### src/rtl/multicycle_sequencer_if.sv
// Bundle of decoder flags, datapath strobes and I/O handshake between the
// MINISYS sequencer (master) and the datapath/decoder side (slave).
interface multicycle_sequencer_if;
  logic        run;
  logic [4:0]  dec_flow;
  logic [3:0]  dec_mem;
  logic        RegWrite;
  logic        io_ack;
  logic        ir_en;
  logic        pc_en;
  logic        reg_we;
  logic        mem_re;
  logic        mem_we;
  logic        io_rd_req;
  logic        io_wr_req;
  logic        io_err;
  logic [2:0]  state;
  logic [31:0] instr_cnt;

  modport master (
    input  run, dec_flow, dec_mem, RegWrite, io_ack,
    output ir_en, pc_en, reg_we, mem_re, mem_we, io_rd_req, io_wr_req,
           io_err, state, instr_cnt
  );

  modport slave (
    output run, dec_flow, dec_mem, RegWrite, io_ack,
    input  ir_en, pc_en, reg_we, mem_re, mem_we, io_rd_req, io_wr_req,
           io_err, state, instr_cnt
  );
endinterface

### src/rtl/multicycle_sequencer.sv
// Multi-cycle instruction sequencer for MINISYS: FETCH/DECODE/EXEC/MEM/IOWAIT/WB
// with datapath strobes, I/O request timeout and program-load parking.
module multicycle_sequencer #(
  parameter int FETCH_WAIT = 1,
  parameter int MEM_WAIT   = 1,
  parameter int IO_TIMEOUT = 255
) (
  input logic clock,
  input logic reset_n,
  multicycle_sequencer_if.master bus
);
  // state  | meaning
  // FETCH  | instruction-memory read; parks here while run=0
  // DECODE | decoder settles
  // EXEC   | sample decoder flags, resolve next state
  // MEM    | data-memory access
  // IOWAIT | I/O request outstanding until ack or timeout
  // WB     | register write-back and PC commit
  typedef enum logic [2:0] {
    S_FETCH  = 3'd0,
    S_DECODE = 3'd1,
    S_EXEC   = 3'd2,
    S_MEM    = 3'd3,
    S_IOWAIT = 3'd4,
    S_WB     = 3'd5
  } state_t;

  localparam int WAIT_MAX = (FETCH_WAIT > MEM_WAIT) ? FETCH_WAIT : MEM_WAIT;
  localparam int WAIT_W   = (WAIT_MAX < 1) ? 1 : $clog2(WAIT_MAX + 1);

  state_t              state_q;
  logic [WAIT_W-1:0]   wait_cnt;
  logic [15:0]         to_cnt;
  logic                kind_wr;
  logic                io_err_q;
  logic [31:0]         instr_cnt_q;
  logic                pc_en;

  logic jr, jmp, jal, br, nbr, mem_rd, mem_wr, io_rd, io_wr;
  logic flow_jump, mem_any, io_any;
  logic fetch_last, mem_last, io_exit;

  assign {jr, jmp, jal, br, nbr}       = bus.dec_flow;
  assign {mem_rd, mem_wr, io_rd, io_wr} = bus.dec_mem;
  assign flow_jump  = jr | jmp | br | nbr;
  assign mem_any    = mem_rd | mem_wr;
  assign io_any     = io_rd | io_wr;
  assign fetch_last = (wait_cnt == WAIT_W'(FETCH_WAIT));
  assign mem_last   = (wait_cnt == WAIT_W'(MEM_WAIT));
  // Ack wins over a coincident timeout, so io_err is only set when ack is absent.
  assign io_exit    = bus.io_ack | (to_cnt == 16'(IO_TIMEOUT - 1));

  always_comb begin
    pc_en = 1'b0;
    case (state_q)
      S_EXEC:   pc_en = ~jal & (flow_jump | ~(mem_any | io_any | bus.RegWrite));
      S_MEM:    pc_en = kind_wr & mem_last;
      S_IOWAIT: pc_en = kind_wr & io_exit;
      S_WB:     pc_en = 1'b1;
      default:  pc_en = 1'b0;
    endcase
  end

  assign bus.pc_en     = pc_en;
  assign bus.ir_en     = (state_q == S_FETCH) & bus.run & fetch_last;
  assign bus.reg_we    = (state_q == S_WB);
  assign bus.mem_re    = (state_q == S_MEM) & ~kind_wr;
  assign bus.mem_we    = (state_q == S_MEM) & kind_wr & mem_last;
  assign bus.io_rd_req = (state_q == S_IOWAIT) & ~kind_wr;
  assign bus.io_wr_req = (state_q == S_IOWAIT) & kind_wr;
  assign bus.io_err    = io_err_q;
  assign bus.state     = state_q;
  assign bus.instr_cnt = instr_cnt_q;

  always_ff @(posedge clock or negedge reset_n) begin
    if (!reset_n) begin
      state_q     <= S_FETCH;
      wait_cnt    <= '0;
      to_cnt      <= '0;
      kind_wr     <= 1'b0;
      io_err_q    <= 1'b0;
      instr_cnt_q <= '0;
    end else begin
      instr_cnt_q <= instr_cnt_q + 32'(pc_en);
      case (state_q)
        S_FETCH: begin
          if (bus.run) begin
            if (fetch_last) begin
              state_q  <= S_DECODE;
              wait_cnt <= '0;
            end else begin
              wait_cnt <= wait_cnt + 1'b1;
            end
          end
        end
        S_DECODE: state_q <= S_EXEC;
        S_EXEC: begin
          if (jal) begin
            state_q <= S_WB;
          end else if (flow_jump) begin
            state_q <= S_FETCH;
          end else if (mem_any) begin
            state_q <= S_MEM;
            kind_wr <= ~mem_rd;
          end else if (io_any) begin
            state_q <= S_IOWAIT;
            kind_wr <= ~io_rd;
            to_cnt  <= '0;
          end else if (bus.RegWrite) begin
            state_q <= S_WB;
          end else begin
            state_q <= S_FETCH;
          end
        end
        S_MEM: begin
          if (mem_last) begin
            state_q  <= kind_wr ? S_FETCH : S_WB;
            wait_cnt <= '0;
          end else begin
            wait_cnt <= wait_cnt + 1'b1;
          end
        end
        S_IOWAIT: begin
          if (io_exit) begin
            state_q <= kind_wr ? S_FETCH : S_WB;
            if (!bus.io_ack) io_err_q <= 1'b1;
          end else begin
            to_cnt <= to_cnt + 16'd1;
          end
        end
        S_WB: state_q <= S_FETCH;
        default: begin
          state_q  <= S_FETCH;
          wait_cnt <= '0;
        end
      endcase
    end
  end
endmodule
### src/flat_wrapper.sv
// flat-port wrapper written by rule: the top's interface ports become plain ports
module multicycle_sequencer_flat 
#(
  parameter int FETCH_WAIT = 1,
  parameter int MEM_WAIT   = 1,
  parameter int IO_TIMEOUT = 255
)
  (clock, reset_n, bus_run, bus_dec_flow, bus_dec_mem, bus_RegWrite, bus_io_ack, bus_ir_en, bus_pc_en, bus_reg_we, bus_mem_re, bus_mem_we, bus_io_rd_req, bus_io_wr_req, bus_io_err, bus_state, bus_instr_cnt);
  multicycle_sequencer_if bus_i ();
  input logic clock;
  input logic reset_n;
  input wire logic [$bits(bus_i.run)-1:0] bus_run;
  input wire logic [$bits(bus_i.dec_flow)-1:0] bus_dec_flow;
  input wire logic [$bits(bus_i.dec_mem)-1:0] bus_dec_mem;
  input wire logic [$bits(bus_i.RegWrite)-1:0] bus_RegWrite;
  input wire logic [$bits(bus_i.io_ack)-1:0] bus_io_ack;
  output wire logic [$bits(bus_i.ir_en)-1:0] bus_ir_en;
  output wire logic [$bits(bus_i.pc_en)-1:0] bus_pc_en;
  output wire logic [$bits(bus_i.reg_we)-1:0] bus_reg_we;
  output wire logic [$bits(bus_i.mem_re)-1:0] bus_mem_re;
  output wire logic [$bits(bus_i.mem_we)-1:0] bus_mem_we;
  output wire logic [$bits(bus_i.io_rd_req)-1:0] bus_io_rd_req;
  output wire logic [$bits(bus_i.io_wr_req)-1:0] bus_io_wr_req;
  output wire logic [$bits(bus_i.io_err)-1:0] bus_io_err;
  output wire logic [$bits(bus_i.state)-1:0] bus_state;
  output wire logic [$bits(bus_i.instr_cnt)-1:0] bus_instr_cnt;
  assign bus_i.run = bus_run;
  assign bus_i.dec_flow = bus_dec_flow;
  assign bus_i.dec_mem = bus_dec_mem;
  assign bus_i.RegWrite = bus_RegWrite;
  assign bus_i.io_ack = bus_io_ack;
  assign bus_ir_en = bus_i.ir_en;
  assign bus_pc_en = bus_i.pc_en;
  assign bus_reg_we = bus_i.reg_we;
  assign bus_mem_re = bus_i.mem_re;
  assign bus_mem_we = bus_i.mem_we;
  assign bus_io_rd_req = bus_i.io_rd_req;
  assign bus_io_wr_req = bus_i.io_wr_req;
  assign bus_io_err = bus_i.io_err;
  assign bus_state = bus_i.state;
  assign bus_instr_cnt = bus_i.instr_cnt;
  multicycle_sequencer #(.FETCH_WAIT(FETCH_WAIT), .MEM_WAIT(MEM_WAIT), .IO_TIMEOUT(IO_TIMEOUT)) u_core (.clock(clock), .reset_n(reset_n), .bus(bus_i));
endmodule
### config.mk
export PLATFORM = sky130hd
export DESIGN_NAME = multicycle_sequencer_flat
export DESIGN_NICKNAME = d
export VERILOG_FILES = /design/src/rtl/multicycle_sequencer_if.sv /design/src/rtl/multicycle_sequencer.sv /design/src/flat_wrapper.sv
export SDC_FILE = /design/constraint.sdc
export NUM_CORES = 1
export LEC_CHECK = 0
export BUFFER_PORTS_ARGS = -buffer_cell sky130_fd_sc_hd__buf_4
export CORE_MARGIN = 4
export CORE_UTILIZATION = 35
export CTS_CLUSTER_SIZE = 20
export DETAILED_ROUTE_END_ITERATION = 12
export PLACE_DENSITY = 0.58
export SLEW_MARGIN = 40
export SYNTH_ARGS = -nofsm -noshare
export SYNTH_HDL_FRONTEND = slang
export SYNTH_SLANG_ARGS = --single-unit
### constraint.sdc
create_clock -name clock -period 4.1 [get_ports clock]
set_input_delay 0.41 -clock clock [delete_from_list [all_inputs] [get_ports clock]]
set_output_delay 0.41 -clock clock [all_outputs]
set_load 0.1 [all_outputs]
---- Yosys cells after proc, flatten, opt, wreduce, memory -nomap -nowiden ----
Cells that the tools add are included.
cells by class
  add/sub/neg operators ................... 3
  equal/unequal tests ..................... 15
  mux-type cells .......................... 23
  bitwise logic cells ..................... 27
  reduce and logical (&&, ||, !) cells .... 9
operator list
  cell                     number
  $mux W16                 5
  $add A32 B1 Y32          1
  $pmux W16 S2             1
  $mux W3                  10
  $add A16 B1 Y16 const B  1
  $eq A16 B8 Y1 const B    1
  $pmux W3 S5              1
  $and A1 B1 Y1            10
  $ne A2 B2 Y1 const B     5
  $or A1 B1 Y1             9
  $ne A2 B1 Y1 const B     4
  $not A1 Y1               8
  $reduce_and A4 Y1        2
  $eq A3 B2 Y1 const B     2
  $eq A3 B3 Y1 const B     2
  $reduce_and A6 Y1        1
  $mux W1                  4
  $pmux W1 S4              1
  $reduce_bool A2 Y1       2
  $reduce_or A4 Y1         1
  $eq A3 B1 Y1 const B     1
  $logic_not A3 Y1         1
  $pmux W1 S3              1
  $reduce_and A3 Y1        1
  other kinds (2)          2
word-level totals
  flip-flop bits (word level) ............. 54
  bits of input ports ..................... 14
  output and inout port bits .............. 43
  word-level logic and storage cells ...... 83

---- Depth between registers and ports, before layout ----
Gate-level depths: netlist of run 1.
  depth after elaboration ................. 8
  gate-level depth with buffers ........... 13
  depth with buffers taken out ............ 13

---- Worst setup path after synthesis of run 1 ----
Ideal clock, no wire load.
  path type ............................... register -> register
  start ................................... reg u_core.state_q[0], in the netlist u_core.bus.state[0]
  end ..................................... reg u_core.instr_cnt_q[30], in the netlist u_core.bus.instr_cnt[30]
  library setup time ...................... 0.162 ns
  data arrival time ....................... 6.954 ns
  required time ........................... 3.938 ns
  path slack .............................. -3.016 ns
  stages on the path, launching flop included .. 13
  buffers on the path ..................... 1
  period minus slack after synthesis ...... 7.116 ns
  cells stage by stage .................... dfrtp_1 clkbuf_1 nand3b_1 nor2_1 nor2_1 o21ai_0 ha_1 ha_1 nand2_1 nor4_1 nand2_1 nor2_1 xor2_1
between the ends
  cells in the longest elaborated chain, start to end .. 3
  elaborated cells between the ends (all ways) .. 6
  classes of those cells .................. 1 x add/sub; 4 x eq/ne; 1 x mux
ends and longest elaborated chain
  item                                          line                         RTL
  start, declared                               multicycle_sequencer.sv:31   state_t state_q;
  start signal, assigned                        multicycle_sequencer.sv:117  state_q <= kind_wr ? S_FETCH : S_WB;
  start signal, assigned                        multicycle_sequencer.sv:125  state_q <= kind_wr ? S_FETCH : S_WB;
  $eq A3 B3 Y1 or $eq A3 B2 Y1 (tied branches)  multicycle_sequencer.sv:55   case (state_q)
  $pmux W1 S4 *                                 multicycle_sequencer.sv:55
  via bus_pc_en                                 flat_wrapper.sv:18           output wire logic [$bits(bus_i.pc_en)-1:0] bus_pc_en;
  $add A32 B1 Y32 *                             multicycle_sequencer.sv:84   instr_cnt_q <= instr_cnt_q + 32'(pc_en);
  end signal, assigned                          multicycle_sequencer.sv:84
  end, declared                                 multicycle_sequencer.sv:36   logic [31:0] instr_cnt_q;
The timed path passes the listed nets; every way through them passes the cells marked *.
A chain may end at the register's enable or synchronous reset.

---- Worst setup path after layout of run 1 ----
  start ................................... reg u_core.to_cnt[12]
  end ..................................... reg u_core.instr_cnt_q[22], in the netlist u_core.bus.instr_cnt[22]
between the ends
  cells in the longest elaborated chain, start to end .. 5
ends and longest elaborated chain
  item                    line                         RTL
  start, declared         multicycle_sequencer.sv:33   logic [15:0] to_cnt;
  start signal, assigned  multicycle_sequencer.sv:128  to_cnt <= to_cnt + 16'd1;
  $eq A16 B8 Y1           multicycle_sequencer.sv:51   assign io_exit = bus.io_ack | (to_cnt == 16'(IO_TIMEOUT - 1));
  $or A1 B1 Y1            multicycle_sequencer.sv:51
  $and A1 B1 Y1           multicycle_sequencer.sv:58   S_IOWAIT: pc_en = kind_wr & io_exit;
  $pmux W1 S4             multicycle_sequencer.sv:55
  $add A32 B1 Y32         multicycle_sequencer.sv:84
No other way between the ends.

==> flow_summary.ini, run 1 <==
[worst_setup_path]
critPathRequiredTime_ns = 4.35
cp_max_fo = 7
max_stage_delay_ns = 0.60
path_cells = or4_4 -> nor4_1 -> buf_4 -> nor2_1 -> o21ai_4 -> ha_1 -> ha_1 -> nand2_1 -> nor4_2 -> nand2_1 -> nor2_1 -> xor2_1
path_buf_inv = 1
reg2regPathDepth = 12
critPathArrivalTime_ns = 3.60
cp_slowest_cell = nor4_2
crit_type = flop to flop
worstReg2RegEnd = u_core.bus.instr_cnt[22]
crit_path_start_kind = flop
rrSetupSlack_ns = 0.75
critical_path.top_delay_family = simple AND/OR/NAND/NOR gates
cp-end-kind = flop
r2r-start = u_core.to_cnt[12]

[clock_tree]
h-tree-depth = 2
postCtsHoldBufs = 0
clk_latency_ns = 0.32
clockBufferDepth = 2
post_cts_buffers = 0
clk_pin_slew_ns = 0.11
cts.sink_count = 54
cts_buffers = 5
cts-root-buf = clkbuf_8
cts_tree = yes
cts.repair.resized = 0

[timing]
fmax_ghz = 0.299
rsz0062_at_grt = no
slew_violations = 0
fin_crit_sh = 0.817
tns_ns = 0
hold_viol = 0
skew_ns = 0.00980
setup_viol = 0
slew_headroom = 0.394
tightest_slew_ns = 0.901
period_needed_ns = 3.35

[detailed_routing]
dr_wl_met3_um = 373
wl_met2_um = 3000
drtIter0Drc = 118
firstDrtPassIters = 5
wl_met1_um = 3040
drt-wirelength-per-cell_um = 14.2
post_drt_via_cell_ratio = 5.34
ant_nets = 0
top_layer = met4
drc = 0
wl_um = 6510
vias = 2449

[yosys]
postSynthCellCount = 302
ys_seq_elements = 54
synthFlopType = dfrtp_1
syn-num-nets = 320
yosysSeqAreaShare = 0.469
synthArstFlopShare = 1.00
yosys_warnings = 0
synth_cell_types = 50
synth_edf_count = 0
synth_area_um2 = 2880
avgSynthCellArea_um2 = 9.53

[floorplanning]
start_util = 0.367
dieArea_um2 = 9740
std_cell_rows = 32
core-area_um2 = 7850
die_w_um = 98.7
io_pins = 57
die_h_um = 98.7

[layout]
areaGrowthSynthToFinish_pct = 21.8
diodes = 0
fin_nets = 374
fin_util = 0.447
layout_common_cells = 58 x buf_4, 51 x dfrtp_1, 30 x nor2_1, 28 x nand2_1, 17 x nand3_1
postLayoutCellArea_um2 = 3510
instances_no_fill = 459
final_layout_size_suffix_gt1_frac = 0.241
final_common_cell = buf_4

[power]
leakage_uw = 0.00161
powerDensity_nw_per_um2 = 510
p_total_uw = 1790
ir_drop_mv = 0.380

[grt]
grt_overflow_total = 0
antenna_found_initial = 0
grt_pass1_wl_um = 11100
grt_max_degree = 55
grt_pass1_vias = 2368
track_usage = 0.136

[placement]
io_buffer_count = 56
placed_area_um2 = 3410
dp.cells = 451
place.gp.congestion = 0.789
dp_hpwl_um = 4680

[hold_path]
hp-class = input port to async pin

[status]
status = finished, final reports clean

[run]
max-cap-violations = 0
[sequential cells by signal (all words and copies together), names as in the netlist]
name,cells
u_core.bus.instr_cnt,32
u_core.to_cnt,16
u_core.bus.state,3
u_core.bus.io_err,1
u_core.fetch_last,1
u_core.kind_wr,1
[metrics by stage]
step | setup slack, ns | hold slack, ns
after floorplan | 0.0124 | 0.114
after global placement | 0.827 | 0.462
after global routing | 0.356 | 0.187
final | 0.750 | 0.123
after CTS | 0.705 | 0.158
after detailed placement | 0.725 | 0.454
[worst max path at each step]
| stage | from | endpoint | slack (ns) | cells after the start |
|---|---|---|---|---|
| 2_1_floorplan | u_core.bus.state[1] | u_core.bus.instr_cnt[30] | 0.01 | 12 |
| 3_3_place_gp | u_core.to_cnt[12] | u_core.bus.instr_cnt[22] | 0.83 | 12 |
| 3_5_place_dp | u_core.to_cnt[12] | u_core.bus.instr_cnt[22] | 0.72 | 12 |
| 4_1_cts | u_core.to_cnt[12] | u_core.bus.instr_cnt[22] | 0.71 | 12 |
| 5_1_grt | u_core.to_cnt[12] | u_core.bus.instr_cnt[22] | 0.36 | 12 |
| 6_report | u_core.to_cnt[12] | u_core.bus.instr_cnt[22] | 0.75 | 12 |
[layout make-up]
type	instances	area (µm²)
Clock buffer	5	68.8
Clock inverter	3	26.3
Fill cell	787	4340
Inverter	12	45.0
Multi-Input combinational cell	225	1450
Sequential cell	54	1360
Tap cell	102	128
Timing Repair Buffer	58	435
[kinds of logic after synthesis]
| logic type | Yosys count | share of synthesized area |
|---|---|---|
| simple gates | 136 | 0.252 |
| xor+xnor | 31 | 0.0943 |
| flops | 54 | 0.469 |
| fa+ha+maj | 4 | 0.0174 |
| compound gates | 54 | 0.129 |
| buf+inv | 23 | 0.0382 |
[layer usage]
| metal | global-route usage | up-vias |
|---|---|---|
| li1 | - | 1204 |
| met1 | 0.184 | 1174 |
| met2 | 0.218 | 62 |
| met3 | 0.0375 | 9 |
| met4 | 0.0336 | 0 |
| met5 | 0 | - |
[Yosys cell counts (all sizes together) (11+ instances only)]
master / number / share of area
o21ai: 17 / 0.032
inv: 12 / 0.016
nand3: 17 / 0.030
a21oi: 11 / 0.022
xor2: 16 / 0.049
nor2: 32 / 0.043
nand4: 15 / 0.033
nand2: 28 / 0.037
dfrtp: 54 / 0.47
xnor2: 15 / 0.046
[report_power, final]
group / total, µW / internal, µW / switching, µW
logic: 731 / 194 / 537
registers: 736 / 607 / 129
clock network: 322 / 126 / 195
total: 1790 / 927 / 862
No activity file was read; power rests on OpenSTA's default activity.
==> run 2: changes to the inputs <==
Settings changed: PLACE_DENSITY 0.58 to 0.6.
Clock period 4.1 ns to 2.8 ns, I/O delays scaled along.
==> run 2 against run 1 <==
Effect of this change:
- critical path type unchanged
- wire length grew 6.6%
- sequential share of layout area down 2.4 points
- maximum frequency increased by 27%
- highest routed layer unchanged
- critical path depth shrank 1
- sequential power increased by 48%
- critical endpoint is now u_core.bus.instr_cnt[28]
- largest power group is now combinational logic
==> flow_summary.ini, run 2 (same netlist as run 1, synthesis figures left out) <==
[detailed_routing]
drt-wirelength-per-cell_um = 14.7
firstDrtPassIters = 4
post_drt_via_cell_ratio = 5.32
wl_um = 6930
drc = 0
drtIter0Drc = 139
vias = 2515
ant_nets = 0

[grt]
busiest_layer = met2
grt_pass1_wl_um = 11900
use_met1 = 0.196
antenna_found_initial = 0
grt_overflow_total = 0
grt_util_met3 = 0.0318
grt_max_degree = 55
grt_pass1_vias = 2485
track_usage = 0.147
grtUsageMet2 = 0.242

[timing]
rsz0062_at_grt = no
setup_viol = 0
period_needed_ns = 2.63
skew_ns = 0.0115
hold_viol = 0
fin_crit_sh = 0.940
timing.final.ws_setup_ns = 0.168
fmax_ghz = 0.380
slew_violations = 0
tightest_slew_ns = 0.681
slew_headroom = 0.542

[worst_setup_path]
cp.depth = 11
critical_path.startpoint = u_core.to_cnt[12]
reg2regPathDepth = 11
critPathRequiredTime_ns = 3.00
path_buf_inv = 1
critPathArrivalTime_ns = 2.83
cp_slowest_cell = or4_4
cp_max_fo = 4
r2r-start = u_core.to_cnt[12]
path_cells = or4_4 -> nor4_4 -> nor2_4 -> o21ai_4 -> ha_4 -> ha_4 -> nand2_2 -> nor4_4 -> buf_4 -> nand4_1 -> xnor2_1
critical_path.top_delay_family = simple AND/OR/NAND/NOR gates
crit_type = flop to flop
cp-end-kind = flop
max_stage_delay_ns = 0.57
crit_path_start_kind = flop

[hold_path]
hp-class = input port to async pin

[clock_tree]
postCtsHoldBufs = 0
cts_buffers = 5
cts_tree = yes
clk_latency_ns = 0.31
clockBufferDepth = 2
h-tree-depth = 2
cts.sink_count = 54
clk_pin_slew_ns = 0.10
cts-root-buf = clkbuf_8

[layout]
layout_common_cells = 72 x buf_4, 50 x dfrtp_1, 27 x nand2_1, 27 x nor2_1
postLayoutCellArea_um2 = 3760
final_layout_size_suffix_gt1_frac = 0.307
largest_register_ffs = 32
instances_no_fill = 473
fin_nets = 388
fillCellCount = 778
areaGrowthSynthToFinish_pct = 30.6
diodes = 0
final_common_cell = buf_4

[placement]
placed_area_um2 = 3560
io_buffer_count = 56
dp_hpwl_um = 5090
place_ws_ns = -0.0964
dp.cells = 461
place.gp.congestion = 0.877

[floorplanning]
start_util = 0.367
dieArea_um2 = 9740
die_h_um = 98.7
io_pins = 57
std_cell_rows = 32
die_w_um = 98.7
core-area_um2 = 7850

[run]
max-cap-violations = 0

[power]
leakage_uw = 0.00172
p_total_uw = 2860
powerDensity_nw_per_um2 = 762
ir_drop_mv = 0.510

[status]
status = finished, final reports clean
[run 2: where the power goes]
part | total, µW | switching (µW) | leakage [µW] | internal, µW
logic | 1150 | 822 | 0.000939 | 324
clock network | 629 | 270 | 0.0000683 | 358
registers | 1090 | 193 | 0.000709 | 895
total | 2860 | 1280 | 0.00172 | 1580
[run 2: stage by stage]
step           hold WS (ns)  utilization  setup TNS, ns
2_1_floorplan       -0.0156            -         -16.53
3_3_place_gp          0.378        0.454              0
3_5_place_dp          0.378        0.454         -0.286
4_1_cts              0.0306        0.477              0
5_1_grt              0.0583        0.479              0
6_report            0.00419        0.479              0
[run 2: worst paths after layout]
path                                                 end  slack (ns)
worst max register to register  u_core.bus.instr_cnt[28]        0.17
worst min register to register  u_core.bus.instr_cnt[31]        0.48
worst max-delay path            u_core.bus.instr_cnt[28]        0.17
worst min-delay path                    u_core.to_cnt[2]       0.004
min in group clock                     u_core.fetch_last        0.32
max in group asynchronous            u_core.bus.state[0]        2.28
[run 2: layout make-up]
type / instances / area (µm²) / share of cell area
Clock inverter: 3 / 68.8 / 0.0183
Clock buffer: 5 / 68.8 / 0.0183
Multi-Input combinational cell: 225 / 1540 / 0.411
Sequential cell: 54 / 1360 / 0.363
Timing Repair Buffer: 72 / 541 / 0.144
Inverter: 12 / 45.0 / 0.0120
Tap cell: 102 / 128 / 0.0340
[run 2: per-layer routing]
layer | share of wire | wire length [µm]
met1 | 0.46 | 3210
met2 | 0.47 | 3240
met3 | 0.058 | 399
met4 | 0.012 | 85
met5 | 0 | 0
[run 2: what timing repair did]
action | 4_1_cts | 5_1_grt
setup buffers | 3 | 1
pin swaps | 2 | 2
gates resized for setup | 3 | 3
setup endpoints to repair | 9 | 13
==> run 3: changes to the inputs <==
Settings changed: CORE_ASPECT_RATIO set to 1.1, PLACE_DENSITY 0.6 to 0.68, SETUP_SLACK_MARGIN set to 0.1.
==> run 3 against run 2 <==
Effect of this change:
- final cell count grew 2.5%
- clock skew down 0.0044 ns
- power down 3.4%
- global-route usage down 0.12 points
- highest routed layer unchanged
- largest power group unchanged
- sequential cell count did not move
- sequential power hardly changed
- maximum frequency shrank 4.1%
- critical path depth is the same
- wire length is 2.2% higher
- clock power fell by 16%
- critical endpoint is now u_core.bus.instr_cnt[14]
- die area about the same
==> flow_summary.ini, run 3 (same netlist as run 1, synthesis figures left out) <==
[status]
status = finished, final reports clean

[floorplanning]
start_util = 0.362
dieArea_um2 = 9740
std_cell_rows = 34
die_h_um = 103
die_w_um = 94.5
core-area_um2 = 7960
io_pins = 57

[detailed_routing]
drc = 0
ant_nets = 0
drtIter0Drc = 81
firstDrtPassIters = 4
drt-wirelength-per-cell_um = 14.6
vias = 2602
post_drt_via_cell_ratio = 5.36
wl_um = 7090

[timing]
slew_violations = 0
fin_crit_sh = 0.980
slew_headroom = 0.544
fmax_ghz = 0.364
whs_ns = 0.00414
period_needed_ns = 2.74
skew_ns = 0.00709
rsz0062_at_grt = yes
hold_viol = 0
setup_viol = 0
tightest_slew_ns = 0.685

[layout]
areaGrowthSynthToFinish_pct = 32.6
diodes = 0
final_layout_size_suffix_gt1_frac = 0.337
instances_no_fill = 485
largest_register_ffs = 32
fin_nets = 395
final_common_cell = buf_4
fillCellCount = 765
layout_common_cells = 79 x buf_4, 50 x dfrtp_1, 26 x nand2_1, 22 x nor2_1, 16 x xor2_1

[placement]
io_buffer_count = 56
place.gp.congestion = 0.848
dp_hpwl_um = 5020
dp.cells = 462

[worst_setup_path]
critPathRequiredTime_ns = 3.00
critPathArrivalTime_ns = 2.94
crit_path_start_kind = flop
cp-end-kind = flop
crit_type = flop to flop
cp_max_fo = 4

[power]
powerDensity_nw_per_um2 = 724
ir_drop_mv = 0.407
leakage_uw = 0.00177

[clock_tree]
postCtsHoldBufs = 0
clockBufferDepth = 2
cts_buffers = 5
h-tree-depth = 2
clk_latency_ns = 0.31
cts_tree = yes
cts-root-buf = clkbuf_8
clk_pin_slew_ns = 0.10
cts.sink_count = 54

[grt]
track_usage = 0.146
grt_pass1_wl_um = 11600
antenna_found_initial = 0
grt_overflow_total = 0
grt_max_degree = 55
grt_pass1_vias = 2558

[hold_path]
hp-class = input port to async pin

[run]
max-cap-violations = 0
-- run 3: metal layers --
| layer | global-route usage | share of wire |
|---|---|---|
| met3 | 0.0365 | 0.064 |
| met2 | 0.258 | 0.50 |
| met1 | 0.180 | 0.43 |
| met4 | 0.0355 | 0.0085 |
| met5 | 0 | 0 |
-- run 3: repair_timing --
action                     4_1_cts  5_1_grt
setup endpoints to repair       18       18
pin swaps                       11       13
buffers inserted                13        3
gates resized for setup          6        7
hold endpoints to repair         0        0
-- run 3: report_power, final --
part	internal (µW)	switching [µW]
sequential	895	193
combinational	325	826
clock	264	262
total	1480	1280
-- run 3: worst paths after layout --
kind,start,endpoint,slack [ns],depth (start not counted)
max,u_core.to_cnt[13],u_core.bus.instr_cnt[14],0.06,11
min,reset_n,u_core.bus.instr_cnt[18],0.004,1
max reg2reg,u_core.to_cnt[13],u_core.bus.instr_cnt[14],0.06,11
min reg2reg,u_core.bus.io_err,u_core.bus.io_err,0.49,1
max in group asynchronous,reset_n,u_core.bus.state[1],2.28,1
min in group clock,bus_dec_mem[3],u_core.kind_wr,0.30,3
-- run 3: stage by stage --
step / util / instance area [µm²] / setup TNS, ns / power (µW) / setup slack, ns
6_report: 0.480 / 3820 / 0 / 2760 / 0.0563
5_1_grt: 0.480 / 3820 / -0.250 / 2910 / -0.0536
4_1_cts: 0.473 / 3770 / 0 / 2780 / 0.0562
3_5_place_dp: 0.444 / 3530 / -0.419 / 2220 / -0.126
3_3_place_gp: 0.444 / 3530 / 0 / 2200 / 0.0235
2_1_floorplan: - / 3010 / -16.53 / 1980 / -0.715
-- run 3: cell type report --
type | instances | area, µm² | area share
flip-flops and latches | 54 | 1360 | 0.357
well taps | 108 | 135 | 0.0354
inverters | 12 | 45.0 | 0.0118
clock buffers | 5 | 68.8 | 0.0180
multi-input cells | 225 | 1570 | 0.412
clock inverters | 2 | 38.8 | 0.0102
repair buffers | 79 | 593 | 0.155
-- run 3: worst max-delay path, cell delays in order, from the launching register on --
cell,delay (ns)
dfrtp_1,0.39
or4_4,0.56
nor4_4,0.33
nor2_2,0.09
o21ai_4,0.18
ha_4,0.18
ha_4,0.14
nand2_4,0.05
nor4_4,0.26
buf_4,0.19
nand4_1,0.11
xnor2_1,0.14
